==> src/rtl/regfile_mp_if.sv <==
// -----------------------------------------------------------------------------
// regfile_mp_if
//   Bundles the write, issue and read signals of the multi-port register file.
//   clk and rst_n stay outside as plain module ports.
//
//   Signals
//     wr0_en/wr0_addr/wr0_data   writeback port 0
//     wr1_en/wr1_addr/wr1_data   writeback port 1 (wins over port 0 on same address)
//     iss_en/iss_addr            issue: destination register gets a new producer
//     rd_addr                    packed read addresses, port i = [i*ADDR_W +: ADDR_W]
//     rd_data                    packed combinational read data
//     rd_busy                    per read port: register has an outstanding producer
//     busy_cnt                   registered count of busy registers
//
//   Transfer semantics: there is no ready/backpressure. A write or issue is
//   accepted unconditionally on every rising clk edge where its enable is high
//   (and rst_n is high); reads are combinational and always valid.
//
//   Modports
//     master  decode/writeback side (drives enables, addresses, data)
//     slave   register file side
// -----------------------------------------------------------------------------
interface regfile_mp_if #(
  parameter int DATA_W = 32,
  parameter int ADDR_W = 5,
  parameter int NUM_RD = 2
);
  logic                     wr0_en;
  logic [ADDR_W-1:0]        wr0_addr;
  logic [DATA_W-1:0]        wr0_data;
  logic                     wr1_en;
  logic [ADDR_W-1:0]        wr1_addr;
  logic [DATA_W-1:0]        wr1_data;
  logic                     iss_en;
  logic [ADDR_W-1:0]        iss_addr;
  logic [NUM_RD*ADDR_W-1:0] rd_addr;
  logic [NUM_RD*DATA_W-1:0] rd_data;
  logic [NUM_RD-1:0]        rd_busy;
  logic [ADDR_W:0]          busy_cnt;

  modport master (
    output wr0_en, wr0_addr, wr0_data,
    output wr1_en, wr1_addr, wr1_data,
    output iss_en, iss_addr, rd_addr,
    input  rd_data, rd_busy, busy_cnt
  );

  modport slave (
    input  wr0_en, wr0_addr, wr0_data,
    input  wr1_en, wr1_addr, wr1_data,
    input  iss_en, iss_addr, rd_addr,
    output rd_data, rd_busy, busy_cnt
  );
endinterface

==> src/rtl/regfile_mp.sv <==
// -----------------------------------------------------------------------------
// regfile_mp
//   Multi-port CPU register file with two write ports, NUM_RD combinational
//   read ports, optional same-cycle write-to-read forwarding and a per-register
//   busy scoreboard with a registered busy count.
//
//   Ports
//     clk    rising-edge clock, all state updates on posedge
//     rst_n  synchronous active-low reset (clears storage, busy bits, count)
//     bus    regfile_mp_if.slave: write ports, issue port, read ports, busy_cnt
//
//   Parameters
//     DATA_W    register width
//     ADDR_W    address width, DEPTH = 2**ADDR_W
//     NUM_RD    number of read ports (1..4)
//     ZERO_REG  1: register 0 reads as zero, ignores writes/issue, never busy
//     BYPASS    1: same-cycle write data/clear is visible on matching read ports
// -----------------------------------------------------------------------------
module regfile_mp #(
  parameter int DATA_W   = 32,
  parameter int ADDR_W   = 5,
  parameter int NUM_RD   = 2,
  parameter int ZERO_REG = 1,
  parameter int BYPASS   = 1
) (
  input logic         clk,
  input logic         rst_n,
  regfile_mp_if.slave bus
);
  localparam int DEPTH = 1 << ADDR_W;
  localparam int CNT_W = ADDR_W + 1;

  logic [DATA_W-1:0] regs [DEPTH];
  logic [DEPTH-1:0]  busy;
  logic [DEPTH-1:0]  busy_nxt;
  logic [CNT_W-1:0]  busy_cnt_q;
  logic [CNT_W-1:0]  busy_cnt_nxt;

  logic w0_hit;
  logic w1_hit;
  logic iss_hit;
  logic w0_keep;

  // Effective hits: the zero register swallows writes and issues.
  always_comb begin
    w0_hit  = bus.wr0_en && !((ZERO_REG != 0) && (bus.wr0_addr == '0));
    w1_hit  = bus.wr1_en && !((ZERO_REG != 0) && (bus.wr1_addr == '0));
    iss_hit = bus.iss_en && !((ZERO_REG != 0) && (bus.iss_addr == '0));
    // Port 1 has priority: port 0 is dropped on an address collision.
    w0_keep = w0_hit && !(w1_hit && (bus.wr1_addr == bus.wr0_addr));
  end

  // Storage
  always_ff @(posedge clk) begin
    if (!rst_n) begin
      for (int r = 0; r < DEPTH; r++) begin
        regs[r] <= '0;
      end
    end else begin
      if (w0_keep) begin
        regs[bus.wr0_addr] <= bus.wr0_data;
      end
      if (w1_hit) begin
        regs[bus.wr1_addr] <= bus.wr1_data;
      end
    end
  end

  // Scoreboard next state. An issue beats a retiring write on the same
  // register: the newly issued producer is the one still outstanding.
  always_comb begin
    busy_nxt     = busy;
    busy_cnt_nxt = '0;
    for (int r = 0; r < DEPTH; r++) begin
      if (iss_hit && (bus.iss_addr == ADDR_W'(r))) begin
        busy_nxt[r] = 1'b1;
      end else if ((w0_hit && (bus.wr0_addr == ADDR_W'(r))) ||
                   (w1_hit && (bus.wr1_addr == ADDR_W'(r)))) begin
        busy_nxt[r] = 1'b0;
      end
      busy_cnt_nxt = busy_cnt_nxt + CNT_W'(busy_nxt[r]);
    end
  end

  // The count is taken from busy_nxt so it lands on the same edge as the bits.
  always_ff @(posedge clk) begin
    if (!rst_n) begin
      busy       <= '0;
      busy_cnt_q <= '0;
    end else begin
      busy       <= busy_nxt;
      busy_cnt_q <= busy_cnt_nxt;
    end
  end

  assign bus.busy_cnt = busy_cnt_q;

  // Read ports
  logic [DATA_W-1:0] port_data [NUM_RD];
  logic [NUM_RD-1:0] port_busy;

  for (genvar i = 0; i < NUM_RD; i++) begin : g_rd
    logic [ADDR_W-1:0] a;
    logic              fwd0;
    logic              fwd1;
    logic [DATA_W-1:0] d;

    assign a    = bus.rd_addr[i*ADDR_W +: ADDR_W];
    assign fwd1 = (BYPASS != 0) && w1_hit && (bus.wr1_addr == a);
    assign fwd0 = (BYPASS != 0) && w0_hit && (bus.wr0_addr == a);

    always_comb begin
      if ((ZERO_REG != 0) && (a == '0)) begin
        d = '0;
      end else if (fwd1) begin
        d = bus.wr1_data;
      end else if (fwd0) begin
        d = bus.wr0_data;
      end else begin
        d = regs[a];
      end
    end

    assign port_data[i] = d;
    // A retiring write on this register releases it already this cycle.
    assign port_busy[i] = busy[a] && !(fwd0 || fwd1);
  end

  always_comb begin
    bus.rd_data = '0;
    for (int i = 0; i < NUM_RD; i++) begin
      bus.rd_data[i*DATA_W +: DATA_W] = port_data[i];
    end
  end

  assign bus.rd_busy = port_busy;

endmodule

==> src/flat_wrapper.sv <==
// flat-port wrapper written by rule: the top's interface ports become plain ports
module regfile_mp_flat 
#(
  parameter int DATA_W   = 32,
  parameter int ADDR_W   = 5,
  parameter int NUM_RD   = 2,
  parameter int ZERO_REG = 1,
  parameter int BYPASS   = 1
)
  (clk, rst_n, bus_wr0_en, bus_wr0_addr, bus_wr0_data, bus_wr1_en, bus_wr1_addr, bus_wr1_data, bus_iss_en, bus_iss_addr, bus_rd_addr, bus_rd_data, bus_rd_busy, bus_busy_cnt);
  regfile_mp_if #(.DATA_W(DATA_W), .ADDR_W(ADDR_W), .NUM_RD(NUM_RD)) bus_i ();
  input logic clk;
  input logic rst_n;
  input wire logic [$bits(bus_i.wr0_en)-1:0] bus_wr0_en;
  input wire logic [$bits(bus_i.wr0_addr)-1:0] bus_wr0_addr;
  input wire logic [$bits(bus_i.wr0_data)-1:0] bus_wr0_data;
  input wire logic [$bits(bus_i.wr1_en)-1:0] bus_wr1_en;
  input wire logic [$bits(bus_i.wr1_addr)-1:0] bus_wr1_addr;
  input wire logic [$bits(bus_i.wr1_data)-1:0] bus_wr1_data;
  input wire logic [$bits(bus_i.iss_en)-1:0] bus_iss_en;
  input wire logic [$bits(bus_i.iss_addr)-1:0] bus_iss_addr;
  input wire logic [$bits(bus_i.rd_addr)-1:0] bus_rd_addr;
  output wire logic [$bits(bus_i.rd_data)-1:0] bus_rd_data;
  output wire logic [$bits(bus_i.rd_busy)-1:0] bus_rd_busy;
  output wire logic [$bits(bus_i.busy_cnt)-1:0] bus_busy_cnt;
  assign bus_i.wr0_en = bus_wr0_en;
  assign bus_i.wr0_addr = bus_wr0_addr;
  assign bus_i.wr0_data = bus_wr0_data;
  assign bus_i.wr1_en = bus_wr1_en;
  assign bus_i.wr1_addr = bus_wr1_addr;
  assign bus_i.wr1_data = bus_wr1_data;
  assign bus_i.iss_en = bus_iss_en;
  assign bus_i.iss_addr = bus_iss_addr;
  assign bus_i.rd_addr = bus_rd_addr;
  assign bus_rd_data = bus_i.rd_data;
  assign bus_rd_busy = bus_i.rd_busy;
  assign bus_busy_cnt = bus_i.busy_cnt;
  regfile_mp #(.DATA_W(DATA_W), .ADDR_W(ADDR_W), .NUM_RD(NUM_RD), .ZERO_REG(ZERO_REG), .BYPASS(BYPASS)) u_core (.clk(clk), .rst_n(rst_n), .bus(bus_i));
endmodule
==> config.mk <==
export PLATFORM = sky130hd
export DESIGN_NAME = regfile_mp_flat
export DESIGN_NICKNAME = d
export VERILOG_FILES = /design/src/rtl/regfile_mp_if.sv /design/src/rtl/regfile_mp.sv /design/src/flat_wrapper.sv
export SDC_FILE = /design/constraint.sdc
export NUM_CORES = 2
export LEC_CHECK = 0
export CAP_MARGIN = 30
export CORE_ASPECT_RATIO = 0.9
export CORE_MARGIN = 4
export CORE_UTILIZATION = 35
export CTS_BUF_LIST = sky130_fd_sc_hd__clkbuf_4
export DETAILED_ROUTE_END_ITERATION = 8
export PLACE_DENSITY = 0.57
export SLEW_MARGIN = 10
export SYNTH_ARGS = -nofsm -noshare
export SYNTH_HDL_FRONTEND = slang
export SYNTH_SLANG_ARGS = --single-unit
==> constraint.sdc <==
create_clock -name clk -period 8.3 [get_ports clk]
set_input_delay 1.66 -clock clk [delete_from_list [all_inputs] [get_ports clk]]
set_output_delay 1.66 -clock clk [all_outputs]
set_load 0.005 [all_outputs]
==> key figures <==
Outcome
  • Outcome: finished with violations
  • Failing checks: design-rule violations

STA
  • Max-slew violation count: 0
  • Clk_skew: 31.9 ps
  • Crit path time final: 7470 ps
  • Relative slew margins: 0.237
  • Setup violations, final: 0
  • Final period utilization: 0.900
  • TNS Setup: 0 ps
  • Fin. Hold Viols: 0
  • Slew @ Worst Pin: 1140 ps
  • Fmax: approximately 130 MHz
  • Unrepaired setup endpoints after global routing: no

Floorplan
  • Core area: 179000 µm²
  • Row count: 147
  • # IOs: ~170
  • Die area: 187000 µm²
  • Starting Density: 0.353
  • Chip width: approximately 460 µm
  • Die Ht: 410 µm

Setup path
  • Worst stage delay on the critical path: 680 ps
  • Setup crit start kind: input port
  • Crit path required time: 6640 ps
  • Crit path arrival time: 5810 ps
  • Critical-path top delay cell: clkdlybuf4s50_1
  • CP max FO: 14
  • Crit. End Element: primary output
  • Kind of critical path: in2out
  • Cell Chain, Critical Path: clkdlybuf4s50_1 -> buf_4 -> or3_1 -> o2111ai_2 -> o211ai_1 -> buf_4 -> or3_1 -> a31oi_1 -> clkdlybuf4s50_1

Cells and area
  • Area grow syn2layout: 13.0%
  • Final core occ: 0.399
  • Fillers: 16400
  • Non-filler cells, final: 7084
  • Reg area: 31500 µm²
  • Multi-input gate area: 28700 µm²
  • Most frequent cells in the layout: edfxtp_1 (1024), a22o_1 (1005), mux4_2 (514), clkbuf_4 (434), buf_4 (265)
  • Fraction of layout cells with a size suffix above 1: 0.297
  • Commonest non-fill, non-tap cell in the layout: edfxtp_1
  • Post-layout nets: 4622

Clock network
  • Clk sinks: 1062
  • CTS clock-pin slew for the worst setup and hold paths: 50 ps
  • CTS H-tree depth: 5
  • # resized after CTS: 0
  • CTS tree: yes
  • Clock latency on the worst-skew pair: 1280 ps
  • Hold buffer count at CTS: 0
  • CTS Buf Count: about 320
  • Root Driver: clkbuf_4
  • Bufs on Longest Clock Path: 4
  • Setup repair bufs after CTS: 0

Logic synthesis
  • Register area share after synthesis: 0.500
  • Post-synth EDFFs: 1024
  • Post-synthesis cell type count: 73
  • Synthesized flop and latch total: 1062
  • Mapped Area: roughly 63000 µm²
  • Yosys warns: 0
  • Top_reg_cell synth: edfxtp_1
  • Post-synthesis async set-or-reset flop share: 0
  • Gate Count Post-Synth: around 4400
  • Avg Inst Size Synth: 14.4 µm²

Routing
  • Final WL: between 200000 and 300000 µm
  • Routed length per instance: roughly 42 µm
  • DRC Markers: 8
  • Post-DRT Antenna Nets: 0
  • DR pass1 iterations: 9
  • Detailed Route Iter0 Violations: between 8000 and 9000
  • Via-per-instance ratio: 7.02
  • DR vias: slightly below 50000

GRT
  • Largest net degree at the start of global routing: a little over 80
  • First-pass GRT wire length: 400000 µm
  • Initial antenna violation count: 18
  • GRT Util Overall: 0.309
  • Vias in the first global route: 48900
  • GRT overflow: 0

Placement
  • GP Congestion: 0.948
  • HPWL after DPL: about 180000 µm
  • Placed cells: 6558
  • Port Buffer Count: 165

Power and ir drop
  • Pleak: roughly 0.024 µW
  • P per Cell Area: 189 nW/µm²
  • Worst vdd ir: between 150 and 200 µV

Job
  • # Max-Cap Violations: 0

Hold path
  • HP Class: reg2reg
final cells by class:
type	count	area share
flip-flops and latches	1062	0.443
multi-input cells	2618	0.403
clock inverters	69	0.00489
repair buffers	455	0.0587
well taps	2384	0.0419
diodes	19	0.000668
clock buffers	434	0.0458
inverters	43	0.00236
Yosys cell counts (all sizes together) (11+ instances only):
cell	count	share of area
a22oi	40	0.0048
fa	24	0.0076
a32oi	23	0.0032
clkbuf	399	0.024
or3	15	0.0015
dfxtp	38	0.012
inv	42	0.0025
and2	30	0.0030
a221oi	17	0.0024
mux2i	150	0.024
xnor2	19	0.0026
edfxtp	1024	0.49
mux2	32	0.0057
nor2	124	0.0098
mux4	514	0.18
nand3	21	0.0017
a22o	1005	0.14
a221o	25	0.0040
a21oi	70	0.0056
o22ai	48	0.0048
nor3	22	0.0018
o21ai	38	0.0031
buf	282	0.025
o221ai	30	0.0042
o32a	11	0.0017
o211ai	47	0.0058
nand2	119	0.0071
nor2b	34	0.0034
a211oi	23	0.0027
nand2b	13	0.0013
path summary, 6_finish.rpt:
check / cells past startpoint / end / from / slack (ps)
worst max-delay path: 9 / bus_rd_data[19] / bus_wr0_addr[3] / 830
worst min-delay path: 1 / u_core.busy[0] / u_core.busy[0] / 610
worst max register to register: 17 / u_core.bus.busy_cnt[4] / u_core.busy[1] / 2870
worst min register to register: 1 / u_core.busy[0] / u_core.busy[0] / 610
cell families after synthesis:
family,synth area share
AO/OA/AOI/OAI,0.188
flip-flops,0.500
buffers and inverters,0.0515
multiplexers,0.213
AND/OR/NAND/NOR,0.0337
adder cells (fa/ha/maj),0.00922
XOR/XNOR,0.00389
other,0.0000595
sequential cells by signal (all words and copies together), names as in the netlist:
signal / count
u_core.busy: 32
u_core.bus.busy_cnt: 6
u_core.regs: 1024
per-stage QoR:
step | setup WS [ps] | total power, µW | hold WS, ps | cell area (µm²)
floorplan | 1050 | 7640 | 464 | 63100
global placement | 225 | 8590 | 575 | 67300
detailed placement | 331 | 8620 | 575 | 67500
CTS | 984 | 13400 | 590 | 71100
global route | 804 | 13900 | 605 | 71200
finish | 828 | 13500 | 605 | 71200
power breakdown:
part	total (µW)	switching [µW]	internal, µW
registers	6370	168	6200
logic	2230	1350	881
clock network	4870	2390	2480
metal layers:
metal  vias up  GRT usage  routed length [µm]
met5         -    0.00625                 203
met3      1224      0.128               40800
li1      18700          -                   -
met2      4599      0.465              131000
met4        10      0.220               24800
met1     25200      0.356               98400
critical path, delay by kind of cell:
family	cells	cell delay [ps]
AO/OA/AOI/OAI	3	1490
buffers and inverters	4	1660
AND/OR/NAND/NOR	2	980
Note: power is estimated with default switching activity, not from simulation.
